## src/rtl/serdes_pkg.sv

```systemverilog
// serdes_pkg: shared state type, counter-width helper and default word size for the serial link
package serdes_pkg;

    typedef enum logic {IDLE, SHIFT} state_t;

    localparam int SERDES_WIDTH = 5;

    function automatic int cnt_w(input int width);
        return $clog2(width + 1);
    endfunction

endpackage

```

## src/rtl/serdes_out_reg.sv

```systemverilog
// serdes_out_reg: WIDTH-bit valid/ready holding register with load, accept and overrun detection
module serdes_out_reg
    import serdes_pkg::*;
#(
    parameter int WIDTH = SERDES_WIDTH
) (
    input  logic             clk,
    input  logic             rst,
    input  logic             load,
    input  logic [WIDTH-1:0] word,
    input  logic             ready,
    output logic [WIDTH-1:0] par_out,
    output logic             par_valid,
    output logic             overrun
);

    // Load when empty or being drained this cycle; a load into a held word is dropped and flagged
    always_ff @(posedge clk or posedge rst) begin
        if (rst) begin
            par_out   <= '0;
            par_valid <= 1'b0;
            overrun   <= 1'b0;
        end else begin
            overrun <= load && par_valid && !ready;
            if (load && (!par_valid || ready)) begin
                par_out   <= word;
                par_valid <= 1'b1;
            end else if (ready) begin
                par_valid <= 1'b0;
            end
        end
    end

endmodule

```

## src/rtl/serial_deserializer.sv

```systemverilog
// serial_deserializer: collects sof-delimited serial frames into words with valid/ready output.
// Optional SERDES_PARITY_EN adds a trailing even-parity bit per frame and a parity_err pulse.
module serial_deserializer
    import serdes_pkg::*;
#(
    parameter int WIDTH     = SERDES_WIDTH,
    parameter int MSB_FIRST = 1
) (
    input  logic             clk,
    input  logic             rst,
    input  logic             ser_in,
    input  logic             ser_en,
    input  logic             sof,
    output logic [WIDTH-1:0] par_out,
    output logic             par_valid,
    input  logic             par_ready,
    output logic             busy,
    output logic             frame_err,
    output logic             overrun
`ifdef SERDES_PARITY_EN
    ,
    output logic             parity_err
`endif
);

    localparam int CW = cnt_w(WIDTH);
`ifdef SERDES_PARITY_EN
    localparam logic [CW-1:0] LAST = CW'(WIDTH);
`else
    localparam logic [CW-1:0] LAST = CW'(WIDTH - 1);
`endif

    state_t           state, state_n;
    logic [CW-1:0]    cnt, cnt_n;
    logic [WIDTH-1:0] sh, sh_n, word;
    logic             load, ferr_n, perr_n;

    function automatic logic [WIDTH-1:0] fill(input logic [WIDTH-1:0] b, input logic bit_in);
        return (MSB_FIRST != 0) ? {b[WIDTH-2:0], bit_in} : {bit_in, b[WIDTH-1:1]};
    endfunction

    // State, counter, shift register and error pulse registers
    always_ff @(posedge clk or posedge rst) begin
        if (rst) begin
            state     <= IDLE;
            cnt       <= '0;
            sh        <= '0;
            frame_err <= 1'b0;
`ifdef SERDES_PARITY_EN
            parity_err <= 1'b0;
`endif
        end else begin
            state     <= state_n;
            cnt       <= cnt_n;
            sh        <= sh_n;
            frame_err <= ferr_n;
`ifdef SERDES_PARITY_EN
            parity_err <= perr_n;
`endif
        end
    end

    // Next-state: sof always restarts a frame (aborting any partial one); completion hands off the word
    always_comb begin
        state_n = state;
        cnt_n   = cnt;
        sh_n    = sh;
        load    = 1'b0;
        ferr_n  = 1'b0;
        perr_n  = 1'b0;
`ifdef SERDES_PARITY_EN
        word    = sh;
`else
        word    = fill(sh, ser_in);
`endif
        if (ser_en) begin
            if (sof) begin
                state_n = SHIFT;
                cnt_n   = CW'(1);
                sh_n    = fill('0, ser_in);
                ferr_n  = (state == SHIFT);
            end else if (state == SHIFT) begin
                if (cnt == LAST) begin
                    state_n = IDLE;
                    cnt_n   = '0;
`ifdef SERDES_PARITY_EN
                    perr_n  = ^sh ^ ser_in;
                    load    = !perr_n;
`else
                    load    = 1'b1;
`endif
                end else begin
                    sh_n  = fill(sh, ser_in);
                    cnt_n = cnt + 1'b1;
                end
            end
        end
    end

    assign busy = (state == SHIFT);

    serdes_out_reg #(.WIDTH(WIDTH)) u_out (
        .clk      (clk),
        .rst      (rst),
        .load     (load),
        .word     (word),
        .ready    (par_ready),
        .par_out  (par_out),
        .par_valid(par_valid),
        .overrun  (overrun)
    );

endmodule

```

## config.mk

```make
export PLATFORM = sky130hd
export DESIGN_NAME = serial_deserializer
export DESIGN_NICKNAME = d
export VERILOG_FILES = /design/src/rtl/serdes_pkg.sv /design/src/rtl/serdes_out_reg.sv /design/src/rtl/serial_deserializer.sv
export SDC_FILE = /design/constraint.sdc
export NUM_CORES = 1
export LEC_CHECK = 0
export CAP_MARGIN = 20
export CORE_MARGIN = 1
export CORE_UTILIZATION = 44
export DETAILED_ROUTE_END_ITERATION = 8
export GPL_TIMING_DRIVEN = 0
export PLACE_DENSITY_LB_ADDON = 0.1
export SYNTH_ARGS = -nofsm -noshare
export SYNTH_HDL_FRONTEND = slang
export SYNTH_SLANG_ARGS = --single-unit
```

## constraint.sdc

```tcl
create_clock -name clk -period 1.4 [get_ports clk]
set_input_delay 0.28 -clock clk [delete_from_list [all_inputs] [get_ports clk]]
set_output_delay 0.28 -clock clk [all_outputs]
set_load 0.02 [all_outputs]
```

### Word level (Yosys, flattened, before mapping)

Index checks and enable logic that the tools add are counted.

| word-level totals | value |
|---|---|
| bits in registers | 16 |
| input port bits | 6 |
| output and inout port bits | 9 |
| word-level logic and storage cells | 37 |

| cells by class | value |
|---|---|
| add/sub/neg operators | 1 |
| equality and inequality tests | 2 |
| multiplexer cells | 17 |
| reductions and logical operators | 10 |

Operators with widths:

| operator | count |
|---|---|
| $mux W4 | 3 |
| $mux W1 | 11 |
| $mux W3 | 3 |
| $reduce_bool A2 Y1 | 2 |
| $add A3 B1 Y3 const B | 1 |
| $eq A3 B3 Y1 const B | 1 |
| $logic_and A1 B1 Y1 | 3 |
| $reduce_and A3 Y1 | 1 |
| $logic_not A1 Y1 | 2 |
| $ne A2 B2 Y1 const B | 1 |
| $reduce_and A2 Y1 | 1 |
| $logic_or A1 B1 Y1 | 1 |

### Logic depth before layout (Yosys ltp)

| logic depth | value |
|---|---|
| depth after elaboration | 7 |
| depth in mapped cells | 5 |
| depth with buffers taken out | 5 |

### Modules after synthesis

Synthesis repeated with hierarchy kept, for this count alone.

| second synthesis, totals | value |
|---|---|
| cell total of the unflattened synthesis | 54 |
| area, all modules | 716.9 sq um |

By module, submodules not included:

| module | instances | cells an instance | area an instance (sq um) | sequential area each (sq um) |
|---|---|---|---|---|
| serial_deserializer | 1 | 36 | 426.7 | 225.2 |
| serdes_out_reg | 1 | 18 | 290.3 | 175.2 |

### Worst setup path before layout

No wires, ideal clock.

| path | value |
|---|---|
| path kind | reg-to-reg |
| start | register cnt[0] |
| end | register sh[0] |
| setup time | 0.125 ns |
| arrival | 1.357 ns |
| data required time | 1.275 ns |
| path slack | -0.082 ns |
| stages on the path, launching flop included | 6 |
| buffers on the path | 0 |
| period minus slack after synthesis | 1.482 ns |
| cells stage by stage | dfrtp_1 -> inv_1 -> ha_1 -> a21boi_2 -> o21ai_0 -> mux2_2 |

| between the ends | value |
|---|---|
| word-level cells in the longest chain between the ends | 3 |

RTL lines:

| what | line | text |
|---|---|---|
| start: declaration | serial_deserializer.sv:34 | `logic [CW-1:0] cnt, cnt_n;` |
| start signal: assignment | serial_deserializer.sv:54 | `cnt <= cnt_n;` |
| $eq A3 B3 Y1 | serial_deserializer.sv:83 | `if (cnt == LAST) begin` |
| $ne A2 B2 Y1 (no line) | n/a |  |
| $reduce_and A3 Y1 (no line) | n/a |  |
| end signal: assignment | serial_deserializer.sv:55 | `sh <= sh_n;` |
| end: declaration | serial_deserializer.sv:35 | `logic [WIDTH-1:0] sh, sh_n, word;` |

No other way between the ends.
A chain may end at the register's enable or synchronous reset.

### Worst setup path after layout

Ends and elaborated chain as after synthesis.

==> impl_metrics.tcl <==
set metrics [dict create \
    rows 14 \
    cp_slowest_cell "dfrtp_1" \
    arrival_ns 1.54 \
    syn-num-nets 68 \
    yosys.cell_types.count 24 \
    syn_area_sq_um 754 \
    relSlewSlack_pct 59.8 \
    tightest_slew_ns 0.603 \
    fp.dieW_um 43.4 \
    wl_per_cell_um 13.8 \
    synth_most_common_cell "dfrtp_1" \
    synth_seq_cells 16 \
    clk_pin_slew_ns 0.10 \
    drive_above_1_share_pct 37.3 \
    num_vias 532 \
    antennaDiodeCount 0 \
    synth_common_cells "dfrtp_1, inv_1, mux2_4, nand2_1, o21ai_0" \
    portBuffers 13 \
    grt_usage_pct 15.5 \
    setup_ws_ns 0.0259 \
    drtAntennaViolNets 0 \
    cts_tree "done" \
    grt_max_degree 17 \
    hold_class "input port to register" \
    post-place-ws_ns -0.406 \
    dominantRegCellSynth "dfrtp_1" \
    slowest_delay_ns 0.41 \
    dieArea_sq_um 1880 \
    clock-sinks 16 \
    fin_cells 99 \
    worstPathRequired_ns 1.57 \
    drv_slew 0 \
    min_period_ns 1.37 \
    grt_pass1_wl_mm 2.16 \
    end_kind "register" \
    vias_per_cell 5.37 \
    drc_errors 2 \
    yosys.area.top_type "dfrtp_1" \
    drt-pass1-iter-count 6 \
    hold-worst-slack_ns 0.208 \
    skew_ns 0.00720 \
    num-fill-cells 138 \
    grt_remaining_overflow 0 \
    vdd_drop_max_uv 904 \
    cts_buffers 3 \
    status "complete, but fails checks" \
    root_buffer "clkbuf_4" \
    drv_cap 0 \
    ys_seq_area_share_pct 53.1 \
    syn_inst 60 \
    drtIter0Drc 15 \
    cts_htree_levels 1 \
    placed_cells 89 \
    layout.nets 92 \
    synth_edf_count 0 \
    cp-start-kind "register" \
    crit_path_cell_trace "inv_2 > ha_4 > a21boi_4 > o21ai_2 > mux2_4" \
    fp.dieH_um 43.4 \
    async_flop_share_pct 100 \
    violations "design-rule violations" \
    grt_pass1_vias 502 \
    final_util_pct 63.5 \
    yosys_warnings 0 \
    powerDensity_nw_per_um2 1590 \
    clk_path_buf_depth 2 \
    fmax_ghz 0.728 \
    initial_core_util_pct 48.4 \
    finalSetupViolCount 0 \
    timing.final.crit_share_pct 98.1 \
    area_delta_synth_final_pct 31.2 \
    io_pins 15 \
    synth.top_cell.area_share_pct 53.1 \
    syn_area_per_cell_sq_um 12.6 \
    clock_latency_ns 0.28 \
    crit_path_max_fanout 5 \
    gp_congestion 0.688 \
    synth_area_leaders "dfrtp_1, mux2_4, mux2_2" \
    rsz0062_at_grt "yes" \
    antenna_found_initial 0 \
    path_class "register to register" \
    p_leak_nw 0.506 \
    hold_violations 0 \
    core_sq_um 1560 \
    drt_wl_total_mm 1.37 \
]
-- worst paths after layout --
kind                                  start               end  slack (ns)  depth (start not counted)
hold reg to reg            u_out.par_out[1]  u_out.par_out[1]        0.51                          1
min in group asynchronous               rst            cnt[2]        0.36                          2
setup / recovery                     cnt[0]             sh[0]        0.03                          5
hold / removal                          sof             sh[2]        0.21                          2
setup reg to reg                     cnt[0]             sh[0]        0.03                          5
max in group asynchronous               rst              busy        0.61                          2
-- power by group --
group,internal (mW),switching (mW)
logic,0.377,0.288
registers,0.573,0.0891
clock network,0.110,0.140
total,1.06,0.517
-- state kept, by name (all words and copies together) (netlist names) --
signal / count
busy: 1
cnt: 3
sh: 4
u_out.par_out: 5
u_out.overrun: 1
frame_err: 1
u_out.par_valid: 1
-- area by class of cell --
class	count	area (sq um)	share of cell area (%)
well taps	16	20.0	2.02
plain buffers	2	15.0	1.52
clock buffers	4	26.3	2.65
flip-flops and latches	16	402	40.6
inverters	5	18.8	1.90
repair buffers	20	170	17.2
multi-input cells	36	338	34.1
-- critical path, delay by kind of cell (launching register included) --
kind            cells  cell delay, ns
compound gates      2            0.30
fa+ha+maj           1            0.16
buf+inv             1            0.08
flops               1            0.41
mux                 1            0.32
-- cell families (layout without fill, tap and decap cells) --
family	Yosys count	in the layout	share of synthesized area, %
adders and majority gates	2	2	3.32
and+or+nand+nor	14	14	11.4
buffers and inverters	8	31	5.97
muxes	8	8	14.4
DFF	16	16	53.1
AOI/OAI and AO/OA	12	12	11.8
-- cells in the final DEF (no fill, tap or decap) --
master            n
a22o_2            2
o21ai_2           1
o21ai_0           3
inv_1             3
clkbuf_4          3
ha_4              1
clkbuf_1          2
dfrtp_1          15
nand2_1           4
dlygate4sd2_1    10
nand2b_1          1
and3b_2           1
and2b_2           1
nor2_1            1
a32o_1            1
o22ai_1           2
and4_4            1
nand3_1           2
dfrtp_2           1
ha_1              1
buf_4             7
a21o_1            1
mux2_4            6
clkdlybuf4s50_1   3
buf_6             1
and3_2            1
mux2_2            2
nand3b_1          1
inv_2             2
a21boi_4          1
nor3b_1           1
o21a_1            1
-- timing repair --
| action | CTS | global route |
|---|---|---|
| gates resized for setup | 14 | 3 |
| endpoints found under the setup margin | 17 | 8 |
| hold buffers | 0 | 0 |
| pin swaps | 1 | 3 |
| setup buffers | 4 | 3 |
-- metal layers --
metal / global-route usage, % / part of all wire, % / up-vias
met2: 24.5 / 49 / 14
met3: 4.17 / 4.2 / 4
met1: 20.7 / 45 / 260
met5: 0 / 0 / -
li1: - / - / 254
met4: 5.63 / 1.5 / 0
-- stage by stage --
step	setup TNS, ns	instance area (sq um)	total power, mW
2_1_floorplan	0	758	1.01
3_3_place_gp	-3.29	908	1.17
3_5_place_dp	-3.34	908	1.18
4_1_cts	-0.000139	967	1.49
5_1_grt	-0.0731	990	1.68
6_report	0	990	1.58
Power figures use the tool's default switching activity.
